File: src/rtl/regfile_writeback_pkg.sv
// Shared widths, defaults and the buffered write-back entry type for the
// register-file write-back path.
package regfile_writeback_pkg;

    localparam int unsigned REG_ADDR_W       = 5;
    localparam int unsigned DATA_W           = 32;
    localparam int unsigned DEF_FIFO_DEPTH   = 2;
    localparam int unsigned DEF_STARVE_LIMIT = 4;

    typedef struct packed {
        logic [REG_ADDR_W-1:0] wa;
        logic [DATA_W-1:0]     wd;
    } wb_entry_t;

    // Register 0 is hardwired to zero, so writes to it are discarded.
    function automatic logic is_x0(input logic [REG_ADDR_W-1:0] addr);
        return addr == '0;
    endfunction

endpackage

File: src/rtl/regfile_writeback_fifo.sv
// Count-based synchronous FIFO buffering long-latency write-back results.
// Pointers wrap naturally because DEPTH is a power of two.
module wb_fifo
    import regfile_writeback_pkg::*;
#(
    parameter int unsigned DEPTH = DEF_FIFO_DEPTH
) (
    input  logic      clk,
    input  logic      rst,
    input  logic      push,
    input  wb_entry_t push_data,
    input  logic      pop,
    output wb_entry_t head,
    output logic      full,
    output logic      empty
);

    localparam int unsigned PW = $clog2(DEPTH);
    localparam int unsigned CW = PW + 1;

    wb_entry_t         mem_q [DEPTH];
    wb_entry_t         mem_d [DEPTH];
    logic [PW-1:0]     wr_ptr_q, wr_ptr_d;
    logic [PW-1:0]     rd_ptr_q, rd_ptr_d;
    logic [CW-1:0]     count_q, count_d;
    logic              do_push;
    logic              do_pop;

    assign full    = (count_q == CW'(DEPTH));
    assign empty   = (count_q == '0);
    assign head    = mem_q[rd_ptr_q];
    assign do_push = push && !full;
    assign do_pop  = pop && !empty;

    always_comb begin
        mem_d    = mem_q;
        wr_ptr_d = wr_ptr_q;
        rd_ptr_d = rd_ptr_q;
        if (do_push) begin
            mem_d[wr_ptr_q] = push_data;
            wr_ptr_d        = wr_ptr_q + PW'(1);
        end
        if (do_pop) begin
            rd_ptr_d = rd_ptr_q + PW'(1);
        end
        count_d = count_q + CW'(do_push) - CW'(do_pop);
    end

    always_ff @(posedge clk) begin
        if (rst) begin
            wr_ptr_q <= '0;
            rd_ptr_q <= '0;
            count_q  <= '0;
        end else begin
            wr_ptr_q <= wr_ptr_d;
            rd_ptr_q <= rd_ptr_d;
            count_q  <= count_d;
        end
    end

    // Storage needs no reset: entries are only read while count_q says valid.
    always_ff @(posedge clk) begin
        mem_q <= mem_d;
    end

endmodule

File: src/rtl/regfile_writeback.sv
// Arbitrates single-cycle ALU results against buffered long-latency results
// onto the register file's single registered write port, and tracks pending regs.
module regfile_writeback
    import regfile_writeback_pkg::*;
#(
    parameter int unsigned FIFO_DEPTH   = DEF_FIFO_DEPTH,
    parameter int unsigned STARVE_LIMIT = DEF_STARVE_LIMIT
) (
    input  logic                  clk,
    input  logic                  rst,
    input  logic                  alu_valid,
    input  logic [REG_ADDR_W-1:0] alu_wa,
    input  logic [DATA_W-1:0]     alu_wd,
    output logic                  alu_stall,
    input  logic                  lu_valid,
    output logic                  lu_ready,
    input  logic [REG_ADDR_W-1:0] lu_wa,
    input  logic [DATA_W-1:0]     lu_wd,
    input  logic                  issue_valid,
    input  logic [REG_ADDR_W-1:0] issue_wa,
    output logic [31:0]           pending,
    output logic                  we,
    output logic [REG_ADDR_W-1:0] wa,
    output logic [DATA_W-1:0]     wd
);

    localparam int unsigned SW = $clog2(STARVE_LIMIT + 2);

    wb_entry_t             lu_entry;
    wb_entry_t             fifo_head;
    logic                  fifo_full;
    logic                  fifo_empty;
    logic                  lu_push;
    logic                  fifo_pop;
    logic                  alu_take;

    logic [SW-1:0]         starve_q, starve_d;
    logic [31:0]           pending_q, pending_d;
    logic                  we_q, we_d;
    logic [REG_ADDR_W-1:0] wa_q, wa_d;
    logic [DATA_W-1:0]     wd_q, wd_d;

    assign lu_entry.wa = lu_wa;
    assign lu_entry.wd = lu_wd;

    wb_fifo #(
        .DEPTH (FIFO_DEPTH)
    ) u_fifo (
        .clk       (clk),
        .rst       (rst),
        .push      (lu_push),
        .push_data (lu_entry),
        .pop       (fifo_pop),
        .head      (fifo_head),
        .full      (fifo_full),
        .empty     (fifo_empty)
    );

    // Readiness uses the current count only: a same-cycle pop never frees a slot early.
    always_comb begin
        lu_ready  = !rst && !fifo_full;
        alu_stall = !rst && !fifo_empty && (starve_q == SW'(STARVE_LIMIT));
        lu_push   = lu_valid && lu_ready;
        alu_take  = alu_valid && !alu_stall;
        fifo_pop  = !rst && !alu_take && !fifo_empty;
    end

    always_comb begin
        we_d = 1'b0;
        wa_d = wa_q;
        wd_d = wd_q;
        if (alu_take) begin
            we_d = !is_x0(alu_wa);
            wa_d = alu_wa;
            wd_d = alu_wd;
        end else if (fifo_pop) begin
            we_d = !is_x0(fifo_head.wa);
            wa_d = fifo_head.wa;
            wd_d = fifo_head.wd;
        end
    end

    always_comb begin
        starve_d = starve_q;
        if (fifo_pop || fifo_empty) begin
            starve_d = '0;
        end else if (alu_take) begin
            starve_d = starve_q + SW'(1);
        end
    end

    // Clear is applied before set so an issue to the retiring register wins.
    always_comb begin
        pending_d = pending_q;
        if (fifo_pop && !is_x0(fifo_head.wa)) begin
            pending_d[fifo_head.wa] = 1'b0;
        end
        if (issue_valid && !is_x0(issue_wa)) begin
            pending_d[issue_wa] = 1'b1;
        end
        pending_d[0] = 1'b0;
    end

    always_ff @(posedge clk) begin
        if (rst) begin
            starve_q  <= '0;
            pending_q <= '0;
            we_q      <= 1'b0;
            wa_q      <= '0;
            wd_q      <= '0;
        end else begin
            starve_q  <= starve_d;
            pending_q <= pending_d;
            we_q      <= we_d;
            wa_q      <= wa_d;
            wd_q      <= wd_d;
        end
    end

    assign pending = pending_q;
    assign we      = we_q;
    assign wa      = wa_q;
    assign wd      = wd_q;

endmodule

File: config.mk
export PLATFORM = sky130hd
export DESIGN_NAME = regfile_writeback
export DESIGN_NICKNAME = d
export VERILOG_FILES = /design/src/rtl/regfile_writeback_pkg.sv /design/src/rtl/regfile_writeback_fifo.sv /design/src/rtl/regfile_writeback.sv
export SDC_FILE = /design/constraint.sdc
export NUM_CORES = 1
export LEC_CHECK = 0
export BUFFER_PORTS_ARGS = -buffer_cell sky130_fd_sc_hd__buf_2
export CAP_MARGIN = 10
export CORE_ASPECT_RATIO = 1.2
export CORE_MARGIN = 10
export CORE_UTILIZATION = 50
export CTS_BUF_LIST = sky130_fd_sc_hd__clkbuf_8
export DETAILED_ROUTE_END_ITERATION = 12
export PLACE_DENSITY_LB_ADDON = 0.1
export SLEW_MARGIN = 20
export SYNTH_ARGS = -nofsm -noshare
export SYNTH_HDL_FRONTEND = slang
export SYNTH_HIERARCHICAL = 1
export SYNTH_SLANG_ARGS = --single-unit
File: constraint.sdc
create_clock -name clk -period 3.46 [get_ports clk]
set_input_delay 0.519 -clock clk [delete_from_list [all_inputs] [get_ports clk]]
set_output_delay 0.519 -clock clk [all_outputs]
set_load 0.005 [all_outputs]
==> flow_summary.yaml, run 1 <==
hold_path:
  min_path_type: "in2reg"
finish:
  drive_gt1_frac: 0.352
  n_antenna_cell: 0
  final_nets: 772
  fillers: 1074
  syn_to_final_growth_pct: 19.3
sta:
  period_share: 0.751
  relSlewSlack: 0.350
  worst_slack_ns: 0.862
  finalSetupTns_ns: 0
  grt_setup_unrepaired: "no"
  slew_viol_final: 0
  hold_viol: 0
  min_period_ns: 2.60
  timing.fmax_ghz: 0.385
  skew_ns: 0.0125
  setup_viol: 0
  tightestPinTransition_ns: 0.968
routing:
  wire_per_inst_um: 19.8
  drc: 0
  ant_nets: 0
  viasPerCell: 5.86
  drt_iter0_drc: 404
  num_vias: 5028
  firstDrtPassIters: 5
  drt-total-wl_um: 17000
clock_tree:
  cts_post_setup_buffers_inserted: 0
  clk_pin_slew_ns: 0.09
  cts_tree: "yes"
  cts_root_buf: "clkbuf_8"
  numClockSinks: 150
  hold_buffers: 0
  cts_buffers: 17
  clk_latency_ns: 0.44
  cts_resized: 0
  cts-htree-levels: 4
  ctsLongestPathBuffers: 2
worst_setup_path:
  critPathSlowestCell: "buf_4"
  worstSetupStartpointType: "flip-flop"
  critPathKind: "reg2out"
  worstSetupEndpointType: "output port"
  crit_buf_inv: 3
  path_max_fanout: 40
  crit_arrival_ns: 2.08
  crit_family: "buffers and inverters"
  crit_required_ns: 2.94
  max_stage_delay_ns: 0.40
  crit_chain: "nor2_1 > nand4bb_2 > buf_4 > inv_1 > buf_2"
global_route:
  grt_pass1_wl_um: 26900
  antenna_found_initial: 0
  grt_pass1_vias: 5121
  grt_overflow: 0
  grt_use_total: 0.192
  grt_max_degree: 55
logic_synthesis:
  yosys_warnings: 6
  synthMuxAreaShare: 0.0664
  yosys-top-cells-count: "o21ai_0, dfxtp_1, edfxtp_1"
  avgSynthCellArea_um2: 11.4
  ys_types: 58
  synth_ff_type: "dfxtp_1"
  synth_xor_area_frac: 0.00419
  yosys.area_share.adder: 0.00797
  ys_ff_latch: 150
  yosysMostFrequentCell: "o21ai_0"
  netlist_instances: 552
  synthesis.nets: 640
  seq_area_frac_synth: 0.596
  synthesis.area_mm2: 0.00628
  async_flop_share: 0
  synth_area_leader_cell: "edfxtp_1"
  synth-edff-count: 74
  synth-compound-area-share: 0.203
  synthTopCellsByArea: "edfxtp_1, dfxtp_1, o21ai_0"
  synth_top_area_share: 0.354
  synth_top_family_by_area: "compound AO/OA/AOI/OAI gates"
  yosys.area_share.simple: 0.0785
pwr:
  intPower_mw: 2.74
  pwr-share-clk: 0.353
  pwr-share-seq: 0.536
  p_leak_nw: 2.86
  peakVddDrop_v: 0.000400
  power_frac_comb: 0.111
  power_switching_share: 0.271
  p_switching_mw: 1.02
  pwr_density_cell_mw_per_mm2: 502
  total_power_mw: 3.76
floorplan:
  die_w_um: 122
  coreArea_mm2: 0.0122
  start_util: 0.514
  die-area_mm2: 0.0175
  fp.dieH_um: 143
  io-pin-count: 156
  rows: 44
placed_design:
  io_buffers: 154
  gp_congestion: 0.884
  place_hpwl_um: 11700
  post-place-ws_ns: 0.945
run_status:
  outcome: "finished clean"
flow_run:
  drv_cap: 0
## worst paths after layout
path                                 from                            to  slack, ns  depth (start not counted)
min                             lu_wd[13]    u_fifo/mem_q[50]$_DFFE_PP_       0.26                          1
max          u_fifo/count_q[1]$_SDFF_PP0_                     alu_stall       0.86                          5
min reg2reg      starve_q[0]$_SDFFE_PP0N_      starve_q[0]$_SDFFE_PP0N_       0.46                          1
max reg2reg  u_fifo/count_q[1]$_SDFF_PP0_  u_fifo/count_q[1]$_SDFF_PP0_       1.14                         10
## power by group through the flow
stage | clock network (mW) | logic [mW] | registers (mW)
final | 1.33 | 0.418 | 2.01
after global routing | 1.45 | 0.463 | 2.02
after CTS | 1.36 | 0.422 | 2.01
after detailed placement | 0 | 0.420 | 2.05
after global placement | 0 | 0.410 | 2.05
after floorplan | 0 | 0.226 | 2.05
## layout make-up
type                    count  area [um^2]  share of cell area
clock inverters            15          160              0.0214
multi-input cells         341         2270               0.303
repair buffers            162          831               0.111
clock buffers              17          234              0.0313
well taps                 161          201              0.0269
inverters                  12         45.0             0.00602
flip-flops and latches    150         3740               0.500
## worst reg2reg max path, delay by kind of cell (launching register included)
family / cells / cell delay [ns]
buf+inv: 1 / 0.04
xor+xnor: 1 / 0.15
flops: 1 / 0.36
simple gates: 5 / 1.12
compound gates: 1 / 0.14
fa+ha+maj: 2 / 0.45
## logic make-up after synthesis
family          Yosys count
compound gates          219
flops                   150
simple gates             77
buf+inv                  61
mux                      37
fa+ha+maj                 4
xor+xnor                  3
other cells               1
## sequential cells by signal, summed over array words and instances (netlist names)
register	flops
u_fifo/mem_q	74
wd	32
pending	31
wa	5
starve_q	3
u_fifo/count_q	2
u_fifo/rd_ptr_q	1
u_fifo/wr_ptr_q	1
we	1
## metal layers
| layer | part of all wire | global-route usage |
|---|---|---|
| met2 | 0.50 | 0.324 |
| met4 | 0.019 | 0.0621 |
| met5 | 0 | 0 |
| met1 | 0.41 | 0.227 |
| met3 | 0.078 | 0.0607 |
## metrics by stage
stage / cells / utilization / instance area, um^2 / hold WS [ns]
finish: 858 / 0.613 / 7490 / 0.258
global route: 858 / 0.613 / 7490 / 0.224
CTS: 858 / 0.613 / 7490 / 0.230
detailed placement: 826 / 0.580 / 7090 / 0.450
global placement: 826 / 0.580 / 7090 / 0.451
floorplan: 552 / - / 6280 / 0.430
## placed cells by master, fill, tap and decap left out, types with 3 or more instances in the layout
cell and n:
buf_2 154, o21ai_0 89, dfxtp_1 75, edfxtp_1 74, a21oi_1 47, a31oi_1 37
mux2_2 37, clkbuf_8 17, nand2_1 15, o311ai_1 11, nand3_1 9, o21ai_1 9
inv_1 8, buf_4 8, nor2_1 7, a32oi_1 7, o311ai_0 7, nor3_1 6
nor2b_1 5, a211oi_1 4, nand3b_1 4, ha_1 4, clkinv_4 4, inv_6 4
inv_8 4, nand2b_1 3, and4b_1 3, or3_1 3
(Power assumes the default switching activity.)
==> run 2: changes to the inputs <==
- ABC_AREA: not set -> 1
- clock period: 3.46 -> 2.6 ns (I/O delays scaled with it)
==> run 2 against run 1 <==
  * Clock skew shrank 0.0054 ns
  * Register-to-register slack worse by 0.60 ns
  * Final cell count grew 23%
  * Setup slack lost 0.43 ns
  * Sequential cell count stayed put
  * Largest power group unchanged
==> flow_summary.yaml, run 2 <==
run_status:
  outcome: "finished clean"
routing:
  viasPerCell: 5.11
  wire_per_inst_um: 16.0
  num_vias: 5398
  ant_nets: 0
  firstDrtPassIters: 5
  drt_iter0_drc: 433
  drt-total-wl_um: 16900
  drc: 0
placed_design:
  io_buffers: 154
  gp_congestion: 0.864
  post-place-ws_ns: 0.552
  place_hpwl_um: 12000
clock_tree:
  cts_buffers: 17
  numClockSinks: 150
  ctsLongestPathBuffers: 2
  cts_tree: "yes"
  cts_root_buf: "clkbuf_8"
  cts-htree-levels: 4
  cts_post_setup_buffers_inserted: 0
  clk_pin_slew_ns: 0.07
  cts_resized: 0
  clk_latency_ns: 0.43
  hold_buffers: 0
pwr:
  p_leak_nw: 3.64
  pwr_density_cell_mw_per_mm2: 615
  peakVddDrop_v: 0.000400
finish:
  fillers: 1180
  final_cell_mix: "buf_2, nand2_1, nand3_1, nor2_1, inv_1"
  final_nets: 964
  drive_gt1_frac: 0.266
  largest_reg_flops: 74
  top_register: "u_fifo/mem_q"
  syn_to_final_growth_pct: 17.1
  final_common_cell: "buf_2"
  seq_area_mm2: 0.00374
  multiInputGateArea_mm2: 0.00235
  n_antenna_cell: 0
logic_synthesis:
  seq_area_frac_synth: 0.561
  yosysMostFrequentCell: "nand2_1"
  synth_top_area_share: 0.333
  synthesis.nets: 818
  yosys-top-cells-count: "nand2_1, nand3_1, nor2_1"
  async_flop_share: 0
  yosys.area_share.adder: 0.00750
  synth_top_family_by_area: "simple AND/OR/NAND/NOR gates"
  yosys.area_share.simple: 0.242
  synth_area_leader_cell: "edfxtp_1"
  synth_xor_area_frac: 0.00131
  synth-compound-area-share: 0.0332
  ys_types: 30
  synthMuxAreaShare: 0.0670
  synth_ff_type: "dfxtp_1"
  netlist_instances: 730
  synthTopCellsByArea: "edfxtp_1, dfxtp_1, nand2_1"
  yosys_warnings: 6
  ys_ff_latch: 150
  synth-edff-count: 74
  synthesis.area_mm2: 0.00667
  avgSynthCellArea_um2: 9.14
sta:
  tightestPinTransition_ns: 0.773
  slew_viol_final: 0
  period_share: 0.835
  grt_setup_unrepaired: "no"
  min_period_ns: 2.17
  skew_ns: 0.00709
  worst_slack_ns: 0.428
  relSlewSlack: 0.485
  setup_viol: 0
  finalSetupTns_ns: 0
  hold_viol: 0
  timing.fmax_ghz: 0.460
  timing.hold.ws_ns: 0.147
worst_setup_path:
  critPathKind: "reg2out"
  worstSetupStartpointType: "flip-flop"
  cp_num_cells: 6
  crit_arrival_ns: 1.78
  crit_required_ns: 2.21
  max_stage_delay_ns: 0.41
  critPathSlowestCell: "buf_4"
  worstSetupEndpointType: "output port"
  crit_chain: "nor2_1 > nor2_4 > nand3_2 > buf_4 > inv_1 > buf_2"
  crit_buf_inv: 3
  crit_family: "buffers and inverters"
  path_max_fanout: 37
  r2r_cells: 12
global_route:
  grt_max_degree: 74
  grt_pass1_vias: 5508
  grt_overflow: 0
  grt_pass1_wl_um: 27400
  grt_use_total: 0.182
  antenna_found_initial: 0
floorplan:
  io-pin-count: 156
  rows: 46
  start_util: 0.508
  die-area_mm2: 0.0184
  coreArea_mm2: 0.0131
  die_w_um: 125
  fp.dieH_um: 147
flow_run:
  drv_cap: 0
hold_path:
  whs_path_depth: 1
  min_path_type: "in2reg"
run 2: cell count changes in the layout (fill, tap and decap cells not counted), sizes merged, moves of 5 or more:
cell    before  now
o21ai       98    4
nand3        9  113
nor2b        5    0
a21oi       47   36
a31oi       37    1
nor2         7  101
a32oi        7    0
o311ai      18    0
nand2       15  156
inv         18   86
run 2: cell type report:
type | count | area share
Sequential cell | 150 | 0.479
Multi-Input combinational cell | 463 | 0.301
Timing Repair Buffer | 163 | 0.109
Inverter | 81 | 0.0389
Clock buffer | 20 | 0.0352
Tap cell | 168 | 0.0269
Clock inverter | 11 | 0.00913
run 2: cell families after synthesis:
logic type | count (synthesis)
and+or+nand+nor | 379
DFF | 150
buffers and inverters | 117
AOI/OAI and AO/OA | 41
muxes | 37
adders and majority gates | 4
other | 1
xor gates and xnor gates | 1
run 2: power by group:
group	total (mW)	leakage, nW	internal (mW)	switching (mW)
logic	0.569	2.14	0.225	0.344
registers	2.64	1.30	2.60	0.0444
clock network	1.59	0.203	0.799	0.793
total	4.80	3.64	3.62	1.18
run 2: per-stage QoR:
step | utilization | power (mW) | instance area [um^2] | instances
floorplan | - | 3.05 | 6670 | 730
global placement | 0.569 | 3.25 | 7460 | 1025
detailed placement | 0.569 | 3.27 | 7460 | 1025
CTS | 0.595 | 4.85 | 7810 | 1056
global route | 0.595 | 5.03 | 7810 | 1056
finish | 0.595 | 4.80 | 7810 | 1056
run 2: metal layers:
layer  vias to the layer above  share of wire  global-route usage
met3                        22          0.064              0.0518
met1                      2516           0.41               0.207
met2                       190           0.51               0.314
met5                         -              0                   0
met4                         0          0.015              0.0675
li1                       2670              -                   -
run 2: worst paths after layout:
path,startpoint,slack (ns),to
max,u_fifo/count_q[1]$_SDFF_PP0_,0.43,alu_stall
min,lu_wd[12],0.15,u_fifo/mem_q[49]$_DFFE_PP_
max reg2reg,u_fifo/count_q[0]$_SDFF_PP0_,0.54,u_fifo/count_q[1]$_SDFF_PP0_
min reg2reg,pending[22]$_SDFF_PP0_,0.46,pending[22]$_SDFF_PP0_
